--- src/rtl/decode_writeback.sv ---
// ---------------------------------------------------------------------------
// decode_writeback
// Decode-stage register read and writeback-stage register write for a
// Y86-64 style core: 15 x 64-bit registers (index 4 = %rsp, 4'hF = none).
//
// Ports
//   clk, rst_n      clock (writes on rising edge), async active-low reset
//   icode, ifun     instruction and function code (ifun only feeds the trace)
//   rA, rB          register specifiers, 4'hF = none
//   valE, valM      execute result and memory read data to write back
//   cnd             execute condition flag, qualifies cmovXX
//   wb_en           writeback strobe, commits dstE/dstM at the rising edge
//   valA, valB      combinational register reads for srcA/srcB
//   retired         count of committed writeback cycles (wraps)
//
// Configuration
//   REGFILE_BYPASS_EN  when defined, valA/valB forward the value being written
//                      in the current cycle (dstM has priority over dstE).
// ---------------------------------------------------------------------------
module decode_writeback (
    input  logic        clk,
    input  logic        rst_n,
    input  logic [3:0]  icode,
    input  logic [3:0]  ifun,
    input  logic [3:0]  rA,
    input  logic [3:0]  rB,
    input  logic [63:0] valE,
    input  logic [63:0] valM,
    input  logic        cnd,
    input  logic        wb_en,
    output logic [63:0] valA,
    output logic [63:0] valB,
    output logic [63:0] retired
);

    localparam int unsigned XLEN   = 64;
    localparam int unsigned NREG   = 15;
    localparam int unsigned RIDX_W = 4;

    localparam logic [RIDX_W-1:0] RNONE = 4'hF;
    localparam logic [RIDX_W-1:0] RRSP  = 4'h4;

    localparam logic [3:0] I_CMOV   = 4'h2;
    localparam logic [3:0] I_IRMOVQ = 4'h3;
    localparam logic [3:0] I_RMMOVQ = 4'h4;
    localparam logic [3:0] I_MRMOVQ = 4'h5;
    localparam logic [3:0] I_OPQ    = 4'h6;
    localparam logic [3:0] I_CALL   = 4'h8;
    localparam logic [3:0] I_RET    = 4'h9;
    localparam logic [3:0] I_PUSHQ  = 4'hA;
    localparam logic [3:0] I_POPQ   = 4'hB;

    logic [XLEN-1:0]   rf [NREG];
    logic [RIDX_W-1:0] srcA, srcB, dstE, dstM;
    logic              we_e, we_m;

    // ifun is carried for the writeback trace only; no register selection uses it
    logic unused_ifun;
    assign unused_ifun = ^ifun;

    // Register selection from the instruction code
    always_comb begin
        srcA = RNONE;
        srcB = RNONE;
        dstE = RNONE;
        dstM = RNONE;
        unique case (icode)
            I_CMOV: begin
                srcA = rA;
                dstE = cnd ? rB : RNONE;
            end
            I_IRMOVQ: dstE = rB;
            I_RMMOVQ: begin
                srcA = rA;
                srcB = rB;
            end
            I_MRMOVQ: begin
                srcB = rB;
                dstM = rA;
            end
            I_OPQ: begin
                srcA = rA;
                srcB = rB;
                dstE = rB;
            end
            I_CALL: begin
                srcB = RRSP;
                dstE = RRSP;
            end
            I_RET: begin
                srcA = RRSP;
                srcB = RRSP;
                dstE = RRSP;
            end
            I_PUSHQ: begin
                srcA = rA;
                srcB = RRSP;
                dstE = RRSP;
            end
            I_POPQ: begin
                srcA = RRSP;
                srcB = RRSP;
                dstE = RRSP;
                dstM = rA;
            end
            default: ;
        endcase
    end

    // popq %rsp: dstE == dstM, only the valM write survives
    assign we_e = wb_en && (dstE != RNONE) && (dstE != dstM);
    assign we_m = wb_en && (dstM != RNONE);

    // Port A read
    always_comb begin
        valA = '0;
        if (srcA != RNONE) begin
            valA = rf[srcA];
`ifdef REGFILE_BYPASS_EN
            if (rst_n && wb_en) begin
                if (srcA == dstM) begin
                    valA = valM;
                end else if (srcA == dstE) begin
                    valA = valE;
                end
            end
`endif
        end
    end

    // Port B read
    always_comb begin
        valB = '0;
        if (srcB != RNONE) begin
            valB = rf[srcB];
`ifdef REGFILE_BYPASS_EN
            if (rst_n && wb_en) begin
                if (srcB == dstM) begin
                    valB = valM;
                end else if (srcB == dstE) begin
                    valB = valE;
                end
            end
`endif
        end
    end

    // Register array and retire counter
    always_ff @(posedge clk or negedge rst_n) begin
        if (!rst_n) begin
            rf      <= '{default: '0};
            retired <= '0;
        end else begin
            if (we_e) begin
                rf[dstE] <= valE;
            end
            if (we_m) begin
                rf[dstM] <= valM;
            end
            if (wb_en) begin
                retired <= retired + XLEN'(1);
            end
        end
    end

endmodule

--- config.mk ---
export PLATFORM = sky130hd
export DESIGN_NAME = decode_writeback
export DESIGN_NICKNAME = d
export VERILOG_FILES = /design/src/rtl/decode_writeback.sv
export SDC_FILE = /design/constraint.sdc
export NUM_CORES = 2
export LEC_CHECK = 0
export CELL_PAD_IN_SITES_DETAIL_PLACEMENT = 1
export CELL_PAD_IN_SITES_GLOBAL_PLACEMENT = 1
export CORE_MARGIN = 2
export CORE_UTILIZATION = 46
export DETAILED_ROUTE_END_ITERATION = 7
export PLACE_DENSITY = 0.79
export SLEW_MARGIN = 30
export SYNTH_ARGS = -nofsm -noshare
export SYNTH_HDL_FRONTEND = slang
export SYNTH_SLANG_ARGS = --single-unit
--- constraint.sdc ---
create_clock -name clk -period 4.48 [get_ports clk]
set_clock_uncertainty 0.2 [all_clocks]
set_input_delay 0.896 -clock clk [delete_from_list [all_inputs] [get_ports clk]]
set_output_delay 0.896 -clock clk [all_outputs]
set_load 0.005 [all_outputs]
==> run summary <==
Syn Inst Count: 7,842
Detailed Routing Iterations Pass 1: 8
Commonest cells post-synth: nand2_1 (2,350), dfrtp_1 (1,024), nor2_1 (783)
Most used DFF post-synth: dfrtp_1
Post-synth EDFFs: 0
Root Buffer: clkbuf_16
Routed wire length: 369,600 microns
Slew HR: 23.85%
Hpwl dp: 200,600 microns
CP endpoint: valB[38]
Final GP Congestion: 0.9549
FP Rows: 133
Largest net degree at the start of global routing: 102
CTS tree: done
Fillers: 15,070
Reg-to-Reg Start: retired[30]
Share of cells above drive strength 1: 16.64%
Vias per cell: 7.535
Register bit total from synthesis: 1,024
Worst hold path class: reg -> reg
CTS Buf Count: 120
Most common cell in the netlist: nand2_1
Fin crit share: 103.6%
Worst-margin pin slew: 1.142 ns
Crit path required time: 3.38 ns
Die Span X: 368.2 microns
Final Hold Violating Endpoints: 0
Clock slew at reported path FFs: 0.06 ns
Syn avg cell area: 7.780 sq um
DRT antenna net count: 0
R2R Setup Slk: 1.82 ns
Critical Path Start: icode[2]
DP Worst Slack: -0.9466 ns
Drt drc: 57
Min cycle time layout: 4.643 ns
Startpoint Class: input pin
Failing checks: design-rule violations, negative setup slack
Die Y: 368.2 microns
R2R cell count: 6
Maximum clock rate: 0.2154 GHz
Area leader, netlist: dfrtp_1
Yosys Warn Count: 0
Async SR Flop Fraction: 100.0%
Grt total ovfl: 0
Status: finished with violations
CORE AREA: 131,600 sq um
P per Cell Area: 399.6 nW/um^2
Port Buffers: 335
Setup violators final: 31
Top-area cell type share of the netlist area: 42.00%
Global Route Usage Sum: 52.40%
I/O pin count: 340
Largest cells by area after synthesis: dfrtp_1 (42%), nand2_1 (14%), a31oi_1 (6.9%)
Final #Nets: 8,456
Drt first-iter violations: 14,140
Critical path class: in -> out
Initial antenna violation count: 35
Seq/Total Area, Yosys: 42.00%
Maximum clock path buffer count: 3
First-pass GRT wire length: 527,700 microns
Final total power: 0.03200 W
Pins over their slew limit: 0
MaxCap Viol Count: 0
Fin worst setup slack: -0.1627 ns
Htree depth: 3
Die Area: 135,600 sq um
Layout area overhead: 31.25%
Clock sink count: 1,024
Vias in the first global route: 77,530
Crit. End Element: output pin
Drt wl/cell: 36.27 microns
RR Endpoint: retired[59]
Starting Density: 46.35%
Worst-Skew Late Latency: 0.79 ns
Worst vdd ir: 333.1 uV
Synthesized area: 61,010 sq um
Leakage: 35.27 nW
Synth cell types: 78
CP max FO: 9
Worst EP arrival: 3.55 ns
Unrepaired setup endpoints after global routing: true
DR vias: 76,780
Syn Nets: 7,991
==> cell usage in the layout, fill, tap and decap left out, types with 50 or more instances in the layout <==
master,Yosys,routed
a21oi_1,150,128
a221oi_1,248,155
a221oi_2,0,71
a222oi_1,66,66
a22oi_1,250,231
a31oi_1,669,666
and3_1,76,50
buf_12,0,245
buf_4,12,453
buf_6,8,59
clkbuf_16,0,126
clkdlybuf4s50_1,0,204
dfrtp_1,1024,1024
dlygate4sd2_1,0,74
mux2i_1,294,293
nand2_1,2350,2332
nand3_1,554,537
nor2_1,783,771
o2111ai_1,63,57
o21ai_0,58,55
==> where the power goes <==
group	total, W	switching, W	internal, W
Combinational	0.00786	0.00444	0.00343
Sequential	0.0133	0.00214	0.0112
Clock	0.0108	0.00453	0.00628
Total	0.0320	0.0111	0.0209
==> worst min path at each step <==
stage / startpoint / to / slack [ns] / cells after the start
after floorplan: retired[63] / retired[63] / 0.27 / 1
after global placement: retired[63] / retired[63] / 0.26 / 1
after detailed placement: retired[63] / retired[63] / 0.27 / 1
after CTS: retired[63] / retired[63] / 0.28 / 1
after global routing: retired[63] / retired[63] / 0.29 / 1
final: retired[63] / retired[63] / 0.27 / 1
==> logic make-up after synthesis <==
family / Yosys count / synth area share [%]
xor+xnor: 63 / 0.9044
buf+inv: 826 / 5.537
simple gates: 3895 / 26.04
mux: 362 / 6.244
fa+ha+maj: 1 / 0.02050
compound gates: 1671 / 19.25
flops: 1024 / 42.00
==> flip-flops by register name, indices dropped and copies added, names as in the netlist <==
signal   cells
rf         960
retired     64
==> through the flow <==
stage	area, sq um	std cells	utilization [%]	TNS (ns)	hold slack, ns
final	80080	10190	60.83	-1.222	0.2711
after global placement	70690	9694	53.71	-90.00	0.2616
after CTS	79530	10140	60.42	-0.9290	0.2800
after detailed placement	70690	9694	53.71	-92.95	0.2681
after floorplan	61010	7842	-	0	0.2682
after global routing	80040	10170	60.80	-1.185	0.2944
==> what timing repair did <==
action                                 in CTS  in global routing
gates resized for setup                   649                 82
setup endpoints to repair                 128                112
pin swaps                                 233                 54
hold buffers                                1                  0
buffers inserted                          186                 34
endpoints found under the hold margin       8                  0
gates cloned                               37                  0
==> metal layers <==
| layer | global-route usage, % | part of all wire [%] | vias to the layer above |
|---|---|---|---|
| li1 | - | - | 28700 |
| met1 | 62.90 | 34 | 37590 |
| met2 | 72.99 | 40 | 7653 |
| met3 | 23.33 | 16 | 2806 |
| met4 | 40.33 | 9.8 | 32 |
| met5 | 0.1068 | 0.11 | - |
==> worst max-delay path: stages <==
cell	delay, ns
buf_12	0.13
buf_12	0.14
buf_12	0.13
nand2b_4	0.14
buf_6	0.15
nor3_4	0.05
buf_6	0.12
buf_4	0.14
buf_12	0.15
buf_4	0.15
a221o_1	0.38
a221oi_4	0.39
nor4_2	0.12
buf_4	0.19
dlygate4sd2_1	0.26
==> layout make-up <==
cell class | instances | area (sq um) | share of cell area [%]
diodes | 24 | 60.06 | 0.07500
clock buffers | 179 | 3651 | 4.559
clock inverters | 47 | 549.3 | 0.6859
inverters | 14 | 60.06 | 0.07500
multi-input cells | 5992 | 34080 | 42.56
flip-flops and latches | 1024 | 25620 | 32.00
well taps | 1755 | 2196 | 2.742
repair buffers | 1155 | 13850 | 17.30
Note: power is estimated with default switching activity, not from simulation.
